## src/rtl/regfile_cmd_ctrl_pkg.sv

```systemverilog
// Shared definitions for the register-file command sequencer:
// default opcodes, frame timeout limit and the sequencer state encoding.
package rf_ctrl_pkg;

    localparam logic [7:0] WR_CMD_DEF  = 8'hAA;
    localparam logic [7:0] RD_CMD_DEF  = 8'hBB;
    localparam logic [7:0] TIMEOUT_DEF = 8'd255;

    typedef enum logic [3:0] {
        IDLE,
        WR_ADDR,
        WR_LSB,
        WR_MSB,
        WR_EXEC,
        RD_ADDR,
        RD_EXEC,
        RD_WAIT,
        TX_LSB,
        TX_MSB
    } state_t;

    // An address byte is legal only when every bit above the register
    // file address field is zero.
    function automatic logic addr_ok(input logic [7:0] b, input int unsigned aw);
        return (b >> aw) == 8'h00;
    endfunction

endpackage

```

## src/rtl/regfile_cmd_ctrl_if.sv

```systemverilog
// Bundle of the serial RX/TX handshake and register file bus seen by the
// command sequencer. master = sequencer side, slave = surrounding logic.
interface regfile_cmd_ctrl_if #(
    parameter int DATA_WIDTH = 16,
    parameter int ADDR_WIDTH = 3
);
    // serial RX path
    logic [7:0]            RxData;
    logic                  RxValid;
    // serial TX path
    logic [7:0]            TxData;
    logic                  TxValid;
    logic                  TxBusy;
    // register file
    logic [DATA_WIDTH-1:0] RdData;
    logic [DATA_WIDTH-1:0] WrData;
    logic [ADDR_WIDTH-1:0] address;
    logic                  WrEn;
    logic                  RdEn;
    // status pulses
    logic                  CmdErr;
    logic                  Overrun;

    modport master (
        input  RxData, RxValid, TxBusy, RdData,
        output WrData, address, WrEn, RdEn, TxData, TxValid, CmdErr, Overrun
    );

    modport slave (
        output RxData, RxValid, TxBusy, RdData,
        input  WrData, address, WrEn, RdEn, TxData, TxValid, CmdErr, Overrun
    );

endinterface

```

## src/rtl/regfile_cmd_ctrl_timeout.sv

```systemverilog
// Inter-byte idle counter for frame reception. expired is high in the
// cycle whose increment would make the count reach LIMIT.
module frame_timeout_cnt #(
    parameter logic [7:0] LIMIT = 8'd255
) (
    input  logic clk,
    input  logic rst,
    input  logic clr,
    input  logic en,
    output logic expired
);

    logic [7:0] cnt;

    assign expired = en && (cnt == LIMIT - 8'd1);

    // Count idle cycles; clear has priority over counting.
    always_ff @(posedge clk or negedge rst) begin
        if (!rst) begin
            cnt <= '0;
        end else if (clr) begin
            cnt <= '0;
        end else if (en) begin
            cnt <= cnt + 8'd1;
        end
    end

endmodule

```

## src/rtl/regfile_cmd_ctrl.sv

```systemverilog
// Command sequencer in front of the 8x16 register file: parses write/read
// frames from the RX byte stream, drives the register file strobes and
// returns read data as two bytes (LSB first) on the TX path.
module regfile_cmd_ctrl
    import rf_ctrl_pkg::*;
#(
    parameter int         DATA_WIDTH = 16,
    parameter int         ADDR_WIDTH = 3,
    parameter logic [7:0] WR_CMD     = WR_CMD_DEF,
    parameter logic [7:0] RD_CMD     = RD_CMD_DEF,
    parameter logic [7:0] TIMEOUT    = TIMEOUT_DEF
) (
    input  logic               clk,
    input  logic               rst,
    regfile_cmd_ctrl_if.master bus
);

    state_t                state;
    logic [DATA_WIDTH-9:0] rd_hi;
    logic                  in_frame;
    logic                  busy_phase;
    logic                  expired;

    assign in_frame   = (state == WR_ADDR) || (state == WR_LSB) ||
                        (state == WR_MSB)  || (state == RD_ADDR);
    assign busy_phase = (state == WR_EXEC) || (state == RD_EXEC) ||
                        (state == RD_WAIT) || (state == TX_LSB)  ||
                        (state == TX_MSB);

    frame_timeout_cnt #(
        .LIMIT(TIMEOUT)
    ) u_timeout (
        .clk    (clk),
        .rst    (rst),
        .clr    (!in_frame || bus.RxValid),
        .en     (in_frame && !bus.RxValid),
        .expired(expired)
    );

    // Frame sequencer; every output is a register updated here.
    always_ff @(posedge clk or negedge rst) begin
        if (!rst) begin
            state       <= IDLE;
            rd_hi       <= '0;
            bus.WrData  <= '0;
            bus.address <= '0;
            bus.WrEn    <= 1'b0;
            bus.RdEn    <= 1'b0;
            bus.TxData  <= '0;
            bus.TxValid <= 1'b0;
            bus.CmdErr  <= 1'b0;
            bus.Overrun <= 1'b0;
        end else begin
            bus.WrEn    <= 1'b0;
            bus.RdEn    <= 1'b0;
            bus.CmdErr  <= 1'b0;
            bus.Overrun <= bus.RxValid && busy_phase;

            case (state)
                IDLE: begin
                    if (bus.RxValid) begin
                        if (bus.RxData == WR_CMD) begin
                            state <= WR_ADDR;
                        end else if (bus.RxData == RD_CMD) begin
                            state <= RD_ADDR;
                        end else begin
                            bus.CmdErr <= 1'b1;
                        end
                    end
                end

                WR_ADDR, RD_ADDR: begin
                    if (bus.RxValid) begin
                        if (!addr_ok(bus.RxData, ADDR_WIDTH)) begin
                            bus.CmdErr <= 1'b1;
                            state      <= IDLE;
                        end else begin
                            bus.address <= bus.RxData[ADDR_WIDTH-1:0];
                            if (state == WR_ADDR) begin
                                state <= WR_LSB;
                            end else begin
                                bus.RdEn <= 1'b1;
                                state    <= RD_EXEC;
                            end
                        end
                    end else if (expired) begin
                        bus.CmdErr <= 1'b1;
                        state      <= IDLE;
                    end
                end

                WR_LSB: begin
                    if (bus.RxValid) begin
                        bus.WrData[7:0] <= bus.RxData;
                        state           <= WR_MSB;
                    end else if (expired) begin
                        bus.CmdErr <= 1'b1;
                        state      <= IDLE;
                    end
                end

                WR_MSB: begin
                    if (bus.RxValid) begin
                        bus.WrData[DATA_WIDTH-1:8] <= bus.RxData;
                        bus.WrEn                   <= 1'b1;
                        state                      <= WR_EXEC;
                    end else if (expired) begin
                        bus.CmdErr <= 1'b1;
                        state      <= IDLE;
                    end
                end

                WR_EXEC: begin
                    state <= IDLE;
                end

                RD_EXEC: begin
                    state <= RD_WAIT;
                end

                // The low byte goes straight into TxData, which then acts as
                // the low half of the read buffer; only the high byte is kept.
                RD_WAIT: begin
                    bus.TxData  <= bus.RdData[7:0];
                    rd_hi       <= bus.RdData[DATA_WIDTH-1:8];
                    bus.TxValid <= 1'b1;
                    state       <= TX_LSB;
                end

                TX_LSB: begin
                    if (!bus.TxBusy) begin
                        bus.TxData <= rd_hi;
                        state      <= TX_MSB;
                    end
                end

                TX_MSB: begin
                    if (!bus.TxBusy) begin
                        bus.TxValid <= 1'b0;
                        state       <= IDLE;
                    end
                end

                default: begin
                    state <= IDLE;
                end
            endcase
        end
    end

endmodule

```

## src/flat_wrapper.sv

```systemverilog
// flat-port wrapper written by rule: the top's interface ports become plain ports
module regfile_cmd_ctrl_flat import rf_ctrl_pkg::*;
#(
    parameter int         DATA_WIDTH = 16,
    parameter int         ADDR_WIDTH = 3,
    parameter logic [7:0] WR_CMD     = WR_CMD_DEF,
    parameter logic [7:0] RD_CMD     = RD_CMD_DEF,
    parameter logic [7:0] TIMEOUT    = TIMEOUT_DEF
)
  (clk, rst, bus_RxData, bus_RxValid, bus_TxBusy, bus_RdData, bus_WrData, bus_address, bus_WrEn, bus_RdEn, bus_TxData, bus_TxValid, bus_CmdErr, bus_Overrun);
  regfile_cmd_ctrl_if #(.DATA_WIDTH(DATA_WIDTH), .ADDR_WIDTH(ADDR_WIDTH)) bus_i ();
  input  logic clk;
  input  logic rst;
  input wire logic [$bits(bus_i.RxData)-1:0] bus_RxData;
  input wire logic [$bits(bus_i.RxValid)-1:0] bus_RxValid;
  input wire logic [$bits(bus_i.TxBusy)-1:0] bus_TxBusy;
  input wire logic [$bits(bus_i.RdData)-1:0] bus_RdData;
  output wire logic [$bits(bus_i.WrData)-1:0] bus_WrData;
  output wire logic [$bits(bus_i.address)-1:0] bus_address;
  output wire logic [$bits(bus_i.WrEn)-1:0] bus_WrEn;
  output wire logic [$bits(bus_i.RdEn)-1:0] bus_RdEn;
  output wire logic [$bits(bus_i.TxData)-1:0] bus_TxData;
  output wire logic [$bits(bus_i.TxValid)-1:0] bus_TxValid;
  output wire logic [$bits(bus_i.CmdErr)-1:0] bus_CmdErr;
  output wire logic [$bits(bus_i.Overrun)-1:0] bus_Overrun;
  assign bus_i.RxData = bus_RxData;
  assign bus_i.RxValid = bus_RxValid;
  assign bus_i.TxBusy = bus_TxBusy;
  assign bus_i.RdData = bus_RdData;
  assign bus_WrData = bus_i.WrData;
  assign bus_address = bus_i.address;
  assign bus_WrEn = bus_i.WrEn;
  assign bus_RdEn = bus_i.RdEn;
  assign bus_TxData = bus_i.TxData;
  assign bus_TxValid = bus_i.TxValid;
  assign bus_CmdErr = bus_i.CmdErr;
  assign bus_Overrun = bus_i.Overrun;
  regfile_cmd_ctrl #(.DATA_WIDTH(DATA_WIDTH), .ADDR_WIDTH(ADDR_WIDTH), .WR_CMD(WR_CMD), .RD_CMD(RD_CMD), .TIMEOUT(TIMEOUT)) u_core (.clk(clk), .rst(rst), .bus(bus_i));
endmodule
```

## config.mk

```make
export PLATFORM = sky130hd
export DESIGN_NAME = regfile_cmd_ctrl_flat
export DESIGN_NICKNAME = d
export VERILOG_FILES = /design/src/rtl/regfile_cmd_ctrl_pkg.sv /design/src/rtl/regfile_cmd_ctrl_if.sv /design/src/rtl/regfile_cmd_ctrl_timeout.sv /design/src/rtl/regfile_cmd_ctrl.sv /design/src/flat_wrapper.sv
export SDC_FILE = /design/constraint.sdc
export NUM_CORES = 1
export LEC_CHECK = 0
export CORE_ASPECT_RATIO = 1.4
export CORE_MARGIN = 1.5
export CORE_UTILIZATION = 44
export DETAILED_ROUTE_END_ITERATION = 8
export GPL_TIMING_DRIVEN = 1
export HOLD_SLACK_MARGIN = 0.05
export PLACE_DENSITY = 0.76
export SYNTH_ARGS = -nofsm -noshare
export SYNTH_HDL_FRONTEND = slang
export SYNTH_SLANG_ARGS = --single-unit
```

## constraint.sdc

```tcl
create_clock -name clk -period 1.57 [get_ports clk]
set_input_delay 0.157 -clock clk [delete_from_list [all_inputs] [get_ports clk]]
set_output_delay 0.157 -clock clk [all_outputs]
set_load 0.005 [all_outputs]
```

# Word level (Yosys, flattened, before mapping)
# Index checks and enable logic that the tools add are counted.
[classes]
add_sub_neg = 1
eq_ne = 16
n_mux = 32
reduce_logical = 26
[ops]
columns = ["cell", "count"]
rows = [
  ["$mux 4", 10],
  ["$pmux 4 s8", 1],
  ["$eq 8x8->1 const B", 3],
  ["$mux 8", 3],
  ["$eq 4x3->1 const B", 4],
  ["$pmux 8 s2", 1],
  ["$mux 1", 14],
  ["$add 8x1->8 const B", 1],
  ["$eq 4x2->1 const B", 2],
  ["$eq 4x4->1 const B", 2],
  ["$logic_not 8->1", 1],
  ["$logic_or 1x1->1", 8],
  ["$reduce_and 2->1", 4],
  ["$ne 2x2->1 const B", 3],
  ["$reduce_bool 2->1", 3],
  ["$eq 4x1->1 const B", 1],
  ["$logic_not 4->1", 1],
  ["$reduce_and 4->1", 1],
  ["$reduce_or 2->1", 2],
  ["$logic_and 1x1->1", 3],
  ["$mux 3", 1],
  ["$ne 3x1->1 const B", 1],
  ["$pmux 1 s3", 1],
  ["$reduce_and 3->1", 1],
  ["2 further kinds", 3],
]
[word_totals]
register_bits = 52
in_bits = 28
out_inout_bits = 32

# Logic depth before layout (Yosys ltp)
[depth]
depth_word = 9
mapped_depth = 6
ltp_nobuf = 5

# By module
# A second synthesis with hierarchy kept.
[unflattened]
hier_cells = 201
area_unflattened_um2 = 2427.3
[modules_own_cells]
columns = ["module", "instances", "cells_per_inst", "area_each_um2"]
rows = [
  ["regfile_cmd_ctrl", 1, 160, 2015.7],
  ["frame_timeout_cnt", 1, 41, 411.6],
]

# Least setup slack after synthesis
# No wires, ideal clock.
[synth_timing]
path_kind = "flip-flop to flip-flop"
startpoint = "register u_core.state[1]"
endpoint = "register u_core.bus.WrData[10]"
arrival_ns = 1.476
path_slack_ns = -0.031
path_stages_with_launch = 5
path_buffers = 1
synth_period_minus_slack_ns = 1.601
cell_sequence = "dfrtp_1 nand2_1 or4b_1 buf_4 mux2_4"
[synth_between]
elab_chain_cells = 2
[synth_rtl]
columns = ["item", "line_no", "text"]
rows = [
  ["from (decl)", "regfile_cmd_ctrl.sv:18", "state_t state;"],
  ["from (signal assigned)", "regfile_cmd_ctrl.sv:43", "state <= IDLE;"],
  ["from (signal assigned)", "regfile_cmd_ctrl.sv:63", "state <= WR_ADDR;"],
  ["from (signal assigned)", "regfile_cmd_ctrl.sv:65", "state <= RD_ADDR;"],
  ["$eq 4x2->1", "regfile_cmd_ctrl.sv:59", "case (state)"],
  ["$reduce_and 2->1 (no line)", "--", ""],
  ["to (signal, indexed assignment)", "regfile_cmd_ctrl.sv:104", "bus.WrData[DATA_WIDTH-1:8] <= bus.RxData;"],
  ["to (decl)", "regfile_cmd_ctrl_if.sv:26", "output WrData, address, WrEn, RdEn, TxData, TxValid, CmdErr, Overrun"],
]
# Every way passes these cells.
# A chain may end at the register's enable or synchronous reset.

# Worst setup path after layout
[layout_timing]
startpoint = "register u_core.state[3]"
endpoint = "register u_core.bus.WrData[11]"
# The elaborated chain is that of the path after synthesis.

==> results.sh <==
export IMPL_synth_enable_flop_cells=0
export IMPL_grt_overflow=0
export IMPL_clkSlewWorstSetupHoldPaths_ps=100
export IMPL_worstSkewPairLatency_ps=310
export IMPL_cp_cell_sequence="or4b_4 > buf_6 > mux2_4"
export IMPL_antenna_cells=0
export IMPL_cts_buffers_inserted=5
export IMPL_final_layout_size_suffix_gt1_share_pct=28.4
export IMPL_grt_max_degree=30
export IMPL_worst_slack_ps=-19.4
export IMPL_die_h_um=90.4
export IMPL_final_cells=355
export IMPL_startpoint_type="register"
export IMPL_fin_nets=318
export IMPL_dp_cells=344
export IMPL_fin_crit_sh_pct=101
export IMPL_violations="negative setup slack"
export IMPL_synth_area_top_cells="dfrtp_1, mux2_2, mux2_4, nor2_1, mux2i_1"
export IMPL_endpoint_kind="register"
export IMPL_outcome="complete, but fails checks"
export IMPL_powerDensity_mw_per_mm2=810
export IMPL_synthArstFlopShare_pct=100
export IMPL_cp_slowest_stage_delay_ps=560
export IMPL_path_buf_inv=1
export IMPL_place_ws_ps=-289
export IMPL_first_pass_iters=4
export IMPL_syn_nets=230
export IMPL_path_delay_family="simple AND/OR/NAND/NOR gates"
export IMPL_crit_slowest_cell="or4b_4"
export IMPL_synthToLayoutAreaGrowth_pct=45.9
export IMPL_worst_pin_slew_ps=335
export IMPL_drt_initial_drc_count=86
export IMPL_min_period_ps=1590
export IMPL_cp_max_fo=9
export IMPL_rsz0062_at_grt="yes"
export IMPL_yosysTopAreaCell="dfrtp_1"
export IMPL_antenna_found_initial=0
export IMPL_cts_buffer_depth=2
export IMPL_pin_count=60
export IMPL_clock_sinks=52
export IMPL_fin_worst_skew_ps=7.52
export IMPL_min_path_type="primary input to async pin"
export IMPL_hold_viol=0
export IMPL_synth_cell_types=42
export IMPL_vias=1869
export IMPL_die_x_um=65.5
export IMPL_fmax_mhz=629
export IMPL_max_cap_violations=0
export IMPL_drc=0
export IMPL_ys_ff_latch=52
export IMPL_synth_seq_area_share_pct=54.2
export IMPL_leakage_nw=1.56
export IMPL_slew_headroom_pct=77.4
export IMPL_syn_avg_cell_area_sq_um=12.0
export IMPL_setup_tns_ps=-92.2
export IMPL_ys_warn_count=0
export IMPL_ant_nets=0
export IMPL_io_buffers=59
export IMPL_synth_cell_area_sq_mm=0.00240
export IMPL_grt_pass1_wl_um=8810
export IMPL_place_congestion=0.860
export IMPL_synthTopCellsByCount="dfrtp_1, nor2_1, mux2_2, a21oi_1"
export IMPL_wl_um=5500
export IMPL_coreArea_sq_mm=0.00524
export IMPL_grt_total_usage_pct=18.8
export IMPL_cp_arrival_ps=1780
export IMPL_yosysMostFrequentCell="dfrtp_1"
export IMPL_hpwlAfterDp_um=4000
export IMPL_critical_path_class="register to register"
export IMPL_start_util_pct=45.9
export IMPL_ctsRootBufferMaster="clkbuf_8"
export IMPL_htree_num_levels=2
export IMPL_peakVddDrop_uv=700
export IMPL_timing_final_setup_violations=8
export IMPL_via_per_inst=5.26
export IMPL_required_ps=1760
export IMPL_wl_per_cell_um=15.5
export IMPL_cts_tree="built"
export IMPL_synth_cells=200
export IMPL_grt_pass1_vias=1962
export IMPL_fp_row_count=31
export IMPL_yosysTopAreaCellShare_pct=54.2
export IMPL_dieArea_sq_mm=0.00592
export IMPL_synth_main_ff_cell="dfrtp_1"
export IMPL_slew_viol_final=0
registers in the layout, summed over array words and instances, names as in the netlist:
register and cells:
u_core.bus.WrData 16, u_core.state 4, u_core.bus.address 3, u_core.bus.TxData 8, u_core.bus.RdEn 1, u_core.bus.Overrun 1, u_core.bus.WrEn 1, u_core.bus.TxValid 1
u_core.bus.CmdErr 1, u_core.u_timeout.cnt 8, u_core.rd_hi 8
layer usage:
layer | vias up | part of all wire, % | global-route usage (%)
met2 | 53 | 54 | 33.5
met4 | 0 | 2.0 | 6.42
li1 | 891 | - | -
met5 | - | 0 | 0
met1 | 917 | 40 | 21.8
met3 | 8 | 4.3 | 3.99
layout by cell type, fill, tap and decap left out, drive strengths merged, types with 3 or more instances in the layout:
master / count
clkdlybuf4s50: 58
dfrtp: 52
buf: 31
mux2: 27
nor2: 23
a21oi: 15
mux2i: 8
nand2: 7
nand3: 6
nor2b: 6
clkbuf: 5
xor2: 3
o31ai: 3
xnor2: 3
inv: 3
a31oi: 3
nor4b: 3
nand2b: 3
nor4: 3
clkinv: 3
o21ai: 3
layout make-up:
type / instances / area, sq um
Sequential cell: 52 / 1300
Tap cell: 66 / 82.6
Inverter: 3 / 11.3
Clock buffer: 5 / 68.8
Clock inverter: 3 / 18.8
Fill cell: 398 / 1730
Timing Repair Buffer: 90 / 896
Multi-Input combinational cell: 136 / 1130
cell families after synthesis:
logic type	Yosys count	synth area share, %
flip-flops	52	54.2
AO/OA/AOI/OAI	33	8.80
multiplexers	35	17.2
XOR/XNOR	6	2.19
buffers and inverters	12	2.29
adder cells (fa/ha/maj)	2	1.04
AND/OR/NAND/NOR	60	14.3
report_power, final:
group	switching, W	leakage [nW]	internal, W
Clock	0.000443	0.0479	0.000312
Combinational	0.000292	0.821	0.000345
Sequential	0.0000441	0.687	0.00140
Total	0.000779	1.56	0.00206
per-stage QoR:
stage	area (sq um)	hold WS, ps	util (%)	total power (W)
final	3500	270	66.9	0.00284
after global routing	3500	305	66.9	0.00295
after CTS	3410	292	65.1	0.00283
after detailed placement	3300	71.2	62.9	0.00207
after global placement	3300	73.8	62.9	0.00206
after floorplan	2410	-139	-	0.00173
path summary, 6_finish.rpt:
path / slack [ps] / end / from / cells after the start
min in group clk: 460 / u_core.rd_hi[2] / bus_RdData[10] / 2
max in group asynchronous: 840 / u_core.rd_hi[1] / rst / 3
worst max-delay path: -20 / u_core.bus.WrData[11] / u_core.state[3] / 3
worst min register to register: 510 / u_core.u_timeout.cnt[0] / u_core.u_timeout.cnt[0] / 1
worst min-delay path: 270 / u_core.bus.WrData[13] / rst / 2
worst max register to register: -20 / u_core.bus.WrData[11] / u_core.state[3] / 3
repair_timing:
item	CTS	global route
gates cloned	0	1
setup buffers	0	1
hold buffers	1	0
pin swaps	0	0
endpoints found under the hold margin	22	0
resized for setup	3	16
endpoints found under the setup margin	9	32
Power figures use the tool's default switching activity.
